===== src/rtl/tmds_encoder_if.sv =====
// tmds_encoder_if: per-lane pixel/control bundle into the TMDS encoder and the 10-bit character out.
// The master side is the video timing source; the slave side is the encoder.
interface tmds_encoder_if;
  logic       de;
  logic [7:0] din;
  logic       c0;
  logic       c1;
  logic       aux_en;
  logic [3:0] aux;
  logic [9:0] dout;

  modport master (output de, din, c0, c1, aux_en, aux, input dout);
  modport slave  (input de, din, c0, c1, aux_en, aux, output dout);
endinterface


===== src/rtl/tmds_encoder.sv =====
// tmds_encoder: DVI 1.0 8b/10b TMDS encoder for one lane; capture, q_m and output stages (2-cycle latency).
// Define TMDS_TERC4_EN to add HDMI data-island TERC4 coding of aux when aux_en is set during blanking.
module tmds_encoder (
  input  logic          clk1x,
  input  logic          rst,
  tmds_encoder_if.slave bus
);

  localparam logic [9:0] CTRL_00 = 10'b1101010100;
  localparam logic [9:0] CTRL_01 = 10'b0010101011;
  localparam logic [9:0] CTRL_10 = 10'b0101010100;
  localparam logic [9:0] CTRL_11 = 10'b1010101011;

  function automatic logic [3:0] popcount8(input logic [7:0] v);
    logic [3:0] n;
    n = '0;
    for (int i = 0; i < 8; i++) n = n + {3'b000, v[i]};
    return n;
  endfunction

  // Transition-minimised word: XNOR chain for dense inputs, XOR chain otherwise; bit 8 records XOR.
  function automatic logic [8:0] transition_min(input logic [7:0] d);
    logic [3:0] n1d;
    logic       use_xnor;
    logic [8:0] q;
    n1d      = popcount8(d);
    use_xnor = (n1d > 4'd4) || ((n1d == 4'd4) && !d[0]);
    q        = '0;
    q[0]     = d[0];
    for (int i = 1; i < 8; i++) q[i] = use_xnor ? ~(q[i-1] ^ d[i]) : (q[i-1] ^ d[i]);
    q[8]     = ~use_xnor;
    return q;
  endfunction

`ifdef TMDS_TERC4_EN
  // Table is written with bit 0 leftmost, as in the HDMI tables, and reversed onto dout[9:0].
  function automatic logic [9:0] terc4(input logic [3:0] nib);
    logic [9:0] listed;
    logic [9:0] rev;
    case (nib)
      4'h0:    listed = 10'b1010011100;
      4'h1:    listed = 10'b1001100011;
      4'h2:    listed = 10'b1011100100;
      4'h3:    listed = 10'b1011100010;
      4'h4:    listed = 10'b0101110001;
      4'h5:    listed = 10'b0100011110;
      4'h6:    listed = 10'b0110001110;
      4'h7:    listed = 10'b0100111100;
      4'h8:    listed = 10'b1011001100;
      4'h9:    listed = 10'b0100111001;
      4'hA:    listed = 10'b0110011100;
      4'hB:    listed = 10'b1011000111;
      4'hC:    listed = 10'b1010001110;
      4'hD:    listed = 10'b1001110001;
      4'hE:    listed = 10'b0101100011;
      default: listed = 10'b1011000011;
    endcase
    for (int i = 0; i < 10; i++) rev[i] = listed[9-i];
    return rev;
  endfunction
`endif

  logic       cap_de, cap_c0, cap_c1;
  logic [7:0] cap_din;
  logic       qm_de, qm_c0, qm_c1;
  logic [8:0] qm_q;
  logic [9:0] dout_q, dout_nxt;
  logic [4:0] cnt_q, cnt_nxt;
  logic [3:0] n1q;
  logic [5:0] bal, cnt_ext, sum;

`ifdef TMDS_TERC4_EN
  logic       cap_aux_en, qm_aux_en;
  logic [3:0] cap_aux, qm_aux;

  always_ff @(posedge clk1x) begin
    if (rst) begin
      cap_aux_en <= 1'b0;
      cap_aux    <= '0;
      qm_aux_en  <= 1'b0;
      qm_aux     <= '0;
    end else begin
      cap_aux_en <= bus.aux_en;
      cap_aux    <= bus.aux;
      qm_aux_en  <= cap_aux_en;
      qm_aux     <= cap_aux;
    end
  end
`else
  logic unused_aux;
  assign unused_aux = ^{bus.aux_en, bus.aux};
`endif

  // NOTE: sequential state uses non-blocking assignments so every stage samples pre-edge values.
  always_ff @(posedge clk1x) begin
    if (rst) begin
      cap_de  <= 1'b0;
      cap_c0  <= 1'b0;
      cap_c1  <= 1'b0;
      cap_din <= '0;
      qm_de   <= 1'b0;
      qm_c0   <= 1'b0;
      qm_c1   <= 1'b0;
      qm_q    <= '0;
      dout_q  <= CTRL_00;
      cnt_q   <= '0;
    end else begin
      cap_de  <= bus.de;
      cap_c0  <= bus.c0;
      cap_c1  <= bus.c1;
      cap_din <= bus.din;
      qm_de   <= cap_de;
      qm_c0   <= cap_c0;
      qm_c1   <= cap_c1;
      qm_q    <= transition_min(cap_din);
      dout_q  <= dout_nxt;
      cnt_q   <= cnt_nxt;
    end
  end

  // NOTE: every variable of this block gets a default first so no path can infer a latch.
  always_comb begin
    dout_nxt = CTRL_00;
    cnt_nxt  = '0;
    n1q      = popcount8(qm_q[7:0]);
    bal      = {1'b0, n1q, 1'b0} - 6'd8;  // n1q - n0q, two's complement
    cnt_ext  = {cnt_q[4], cnt_q};
    sum      = cnt_ext;
    if (qm_de) begin
      if ((cnt_q == 5'd0) || (n1q == 4'd4)) begin
        dout_nxt = {~qm_q[8], qm_q[8], qm_q[8] ? qm_q[7:0] : ~qm_q[7:0]};
        sum      = qm_q[8] ? (cnt_ext + bal) : (cnt_ext - bal);
      end else if (($signed(cnt_q) > 5'sd0 && n1q > 4'd4) ||
                   ($signed(cnt_q) < 5'sd0 && n1q < 4'd4)) begin
        dout_nxt = {1'b1, qm_q[8], ~qm_q[7:0]};
        sum      = cnt_ext + {4'b0000, qm_q[8], 1'b0} - bal;
      end else begin
        dout_nxt = {1'b0, qm_q[8], qm_q[7:0]};
        sum      = cnt_ext + bal - {4'b0000, ~qm_q[8], 1'b0};
      end
      cnt_nxt = sum[4:0];  // magnitude stays within 10, so the top bit is pure sign extension
    end
`ifdef TMDS_TERC4_EN
    else if (qm_aux_en) begin
      dout_nxt = terc4(qm_aux);
    end
`endif
    else begin
      case ({qm_c1, qm_c0})
        2'b00:   dout_nxt = CTRL_00;
        2'b01:   dout_nxt = CTRL_01;
        2'b10:   dout_nxt = CTRL_10;
        default: dout_nxt = CTRL_11;
      endcase
    end
  end

  assign bus.dout = dout_q;

endmodule


===== src/flat_wrapper.sv =====
// flat-port wrapper written by rule: the top's interface ports become plain ports
module tmds_encoder_flat 
  (clk1x, rst, bus_de, bus_din, bus_c0, bus_c1, bus_aux_en, bus_aux, bus_dout);
  tmds_encoder_if bus_i ();
  input  logic clk1x;
  input  logic rst;
  input wire logic [$bits(bus_i.de)-1:0] bus_de;
  input wire logic [$bits(bus_i.din)-1:0] bus_din;
  input wire logic [$bits(bus_i.c0)-1:0] bus_c0;
  input wire logic [$bits(bus_i.c1)-1:0] bus_c1;
  input wire logic [$bits(bus_i.aux_en)-1:0] bus_aux_en;
  input wire logic [$bits(bus_i.aux)-1:0] bus_aux;
  output wire logic [$bits(bus_i.dout)-1:0] bus_dout;
  assign bus_i.de = bus_de;
  assign bus_i.din = bus_din;
  assign bus_i.c0 = bus_c0;
  assign bus_i.c1 = bus_c1;
  assign bus_i.aux_en = bus_aux_en;
  assign bus_i.aux = bus_aux;
  assign bus_dout = bus_i.dout;
  tmds_encoder u_core (.clk1x(clk1x), .rst(rst), .bus(bus_i));
endmodule

===== config.mk =====
export PLATFORM = sky130hd
export DESIGN_NAME = tmds_encoder_flat
export DESIGN_NICKNAME = d
export VERILOG_FILES = /design/src/rtl/tmds_encoder_if.sv /design/src/rtl/tmds_encoder.sv /design/src/flat_wrapper.sv
export SDC_FILE = /design/constraint.sdc
export NUM_CORES = 1
export LEC_CHECK = 0
export CELL_PAD_IN_SITES_DETAIL_PLACEMENT = 1
export CELL_PAD_IN_SITES_GLOBAL_PLACEMENT = 1
export CORE_MARGIN = 2
export CORE_UTILIZATION = 43
export CTS_BUF_LIST = sky130_fd_sc_hd__clkbuf_8 sky130_fd_sc_hd__clkbuf_16
export DETAILED_ROUTE_END_ITERATION = 7
export GPL_TIMING_DRIVEN = 0
export PLACE_DENSITY_LB_ADDON = 0.1
export SLEW_MARGIN = 20
export SYNTH_ARGS = -nofsm -noshare
export SYNTH_HDL_FRONTEND = slang
export SYNTH_SLANG_ARGS = --single-unit

===== constraint.sdc =====
create_clock -name clk1x -period 5 [get_ports clk1x]
set_input_delay 1.5 -clock clk1x [delete_from_list [all_inputs] [get_ports clk1x]]
set_output_delay 1.5 -clock clk1x [all_outputs]
set_load 0.05 [all_outputs]

==> results.ini <==
[detailed_routing]
wire_per_inst_um = 13.4
post-route-drc-count = 0
wirelength_um = 4550
vias = 1593
ant_nets = 0
first_pass_iters = 3
via_per_inst = 4.69
drt-initial-drc-count = 8

[setup_path]
r2r_cells = 14
path_class = flip-flop to flip-flop
reg2reg_slack_ps = 510
r2r_start = u_core.qm_q[0]$_SDFF_PP0_
startpoint = u_core.qm_q[0]$_SDFF_PP0_
rr_endpoint = u_core.cnt_q[4]$_SDFF_PP0_
critical_path_required_ps = 5180
critPathLaunchType = flip-flop
worstSetupEndpoint = u_core.cnt_q[4]$_SDFF_PP0_
cp-end-kind = flip-flop
worstPathArrival_ps = 4660
worst-path-max-fanout = 6

[yosys]
synth_top_family_by_area = adder cells
yosys.area_share.adder_pct = 23.2
synth_cell_types = 41
netlist.area_leader.share_pct = 31.3
seq_area_frac_synth_pct = 31.3
synth_seq_cells = 37
synth-simple-area-share_pct = 13.4
synth_area_leaders = dfxtp_1, ha_1, fa_1, xnor2_1, inv_1
synth-xor-area-share_pct = 12.9
syn_nets = 293
syn_avg_cell_area_um2 = 9.90
synthMuxAreaShare_pct = 1.69
synthCells = 239
synth_compound_area_share_pct = 9.94
yosys_warnings = 0
yosys.area.top_type = dfxtp_1
syn_area_um2 = 2370

[timing]
finalCriticalPeriod_ps = 4490
finalWorstSetupSlack_ps = 515
hold_viol_final = 0
fin_worst_skew_ps = 5.92
rsz0062_at_grt = no
fmax_ghz = 0.223
post-route-period-util_pct = 89.7
slew_headroom_pct = 65.5
fin_tns_setup_ps = 0
final_max_slew_viol_count = 0
setup_viol = 0
worst_pin_slew_ps = 512

[final_layout]
drive_gt1_share_pct = 10.1
area_growth_pct = 17.6
fin_util_pct = 51.5
nets = 321
diodes = 0
final-seq-area_um2 = 741
multiInputGateArea_um2 = 1450
fillerInstances = 620
instances_no_fill = 340

[power_and_ir_drop]
power.total_uw = 1510
power_density_nw_per_um2 = 542
ir_worst_vdd_mv = 0.267
leakage_uw = 0.00119

[global_route]
grt_pass1_wl_um = 8040
antenna_found_initial = 0
first_global_vias = 1702
grt_overflow = 0
grt_usage_pct = 16.8
grt_max_degree = 12

[die]
fp.dieArea_um2 = 6110
start_util_pct = 43.8
io_pins = 28
die_h_um = 78.2
core-area_um2 = 5410
die_w_um = 78.2
rows = 27

[clocking]
cts_hold_buf = 0
clockBufferDepth = 2
clk_latency_ps = 280
clockRootBuffer = clkbuf_8
cts.sinks = 37
cts_made_buffers = 5
cts_tree = built
htree_levels = 2
post_cts_buffers = 0
cts.clk_slew.worst_paths_ps = 70
ctsResizeCount = 0

[placement]
pre_cts_slack_ps = 495
globalplace.congestion = 0.773
numPortBuffers = 21
dp_hpwl_um = 3810
post-place-cells = 332

[outcome]
run_status = complete, no violations

[hold_path]
min-delay-path-class = flip-flop to flip-flop

[run]
cap_violations = 0

## metrics by stage
step	area [um2]	hold WS [ps]
2_1_floorplan	2370	414
3_3_place_gp	2670	418
5_1_grt	2780	462
6_report	2780	448
3_5_place_dp	2670	437
4_1_cts	2780	454
## Yosys cell counts (all sizes together)
master	count
inv	36
o21ai	6
o32ai	1
o22ai	1
xor2	7
nor2b	18
dfxtp	37
or3	2
nor3b	2
a31oi	1
nand2	6
o21bai	3
nor3	5
a22oi	1
a311oi	1
a2111oi	1
nand2b	4
or2	3
nor2	16
buf	4
fa	13
nand3	1
xnor2	21
mux2i	4
o221ai	1
a21oi	13
a21o	1
xnor3	2
clkbuf	2
and3	1
a211oi	2
ha	23
## critical path, stage by stage, from the launching register on
cell and delay [ps]:
dfxtp_1 330, ha_1 270, inv_1 50, fa_1 500, fa_1 510, fa_1 470, fa_1 690, inv_1 80
ha_1 360, inv_1 100, ha_1 300, a21oi_1 130, o21bai_1 100, xor2_1 170, a2111oi_2 310
## worst min-delay path by stage
stage | cells after the start | end | slack, ps | from
finish | 1 | u_core.qm_de$_SDFF_PP0_ | 450 | u_core.cap_de$_SDFF_PP0_
global route | 1 | u_core.qm_c1$_SDFF_PP0_ | 460 | u_core.cap_c1$_SDFF_PP0_
CTS | 1 | u_core.qm_de$_SDFF_PP0_ | 450 | u_core.cap_de$_SDFF_PP0_
floorplan | 1 | u_core.qm_c0$_SDFF_PP0_ | 410 | u_core.cap_c0$_SDFF_PP0_
detailed placement | 1 | u_core.qm_de$_SDFF_PP0_ | 440 | u_core.cap_de$_SDFF_PP0_
global placement | 1 | u_core.qm_de$_SDFF_PP0_ | 420 | u_core.cap_de$_SDFF_PP0_
## power breakdown
| group | switching [uW] | internal (uW) | leakage, uW |
|---|---|---|---|
| sequential | 18.3 | 323 | 0.000306 |
| combinational | 502 | 404 | 0.000819 |
| clock | 98.4 | 160 | 0.0000626 |
| total | 619 | 888 | 0.00119 |
## area by class of cell
class,count,share of cell area [%]
Clock buffer,6,2.97
Clock inverter,2,1.21
Sequential cell,37,26.6
Buffer,6,1.62
Multi-Input combinational cell,160,51.9
Timing Repair Buffer,21,7.55
Inverter,36,4.86
Tap cell,72,3.24
## per-layer routing
layer  GRT usage, %  vias up  part of all wire, %
li1               -      807                    -
met1           18.7      760                   43
met2           32.4       20                   54
met3           3.22        6                  2.5
met4           4.39        0                  1.3
met5              0        -                    0
## layout by cell type, fill, tap and decap left out, types with 2 or more instances in the layout
master and instances:
a211oi_1 2, a21oi_1 12, buf_4 2, buf_6 2, clkbuf_1 2, clkbuf_8 6, clkdlybuf4s50_1 21, dfxtp_1 37
fa_1 13, ha_1 23, inv_1 36, mux2i_1 4, nand2_1 6, nand2b_1 3, nor2_1 16, nor2b_1 18
nor3_1 4, nor3b_1 2, o21ai_0 5, o21bai_1 3, or2_2 3, xnor2_1 20, xnor3_1 2, xor2_1 6
## flip-flops by register name (all words and copies together) (netlist names), 4 cells and up
register and flops:
u_core.cap_din 8, u_core.qm_q 9, u_core.cnt_q 4, u_core.bus.dout 10
## kinds of logic after synthesis
family / Yosys count
adders and majority gates: 36
buffers and inverters: 42
xor gates and xnor gates: 30
muxes: 4
AOI/OAI and AO/OA: 32
DFF: 37
and+or+nand+nor: 58
Note: power is estimated with default switching activity, not from simulation.
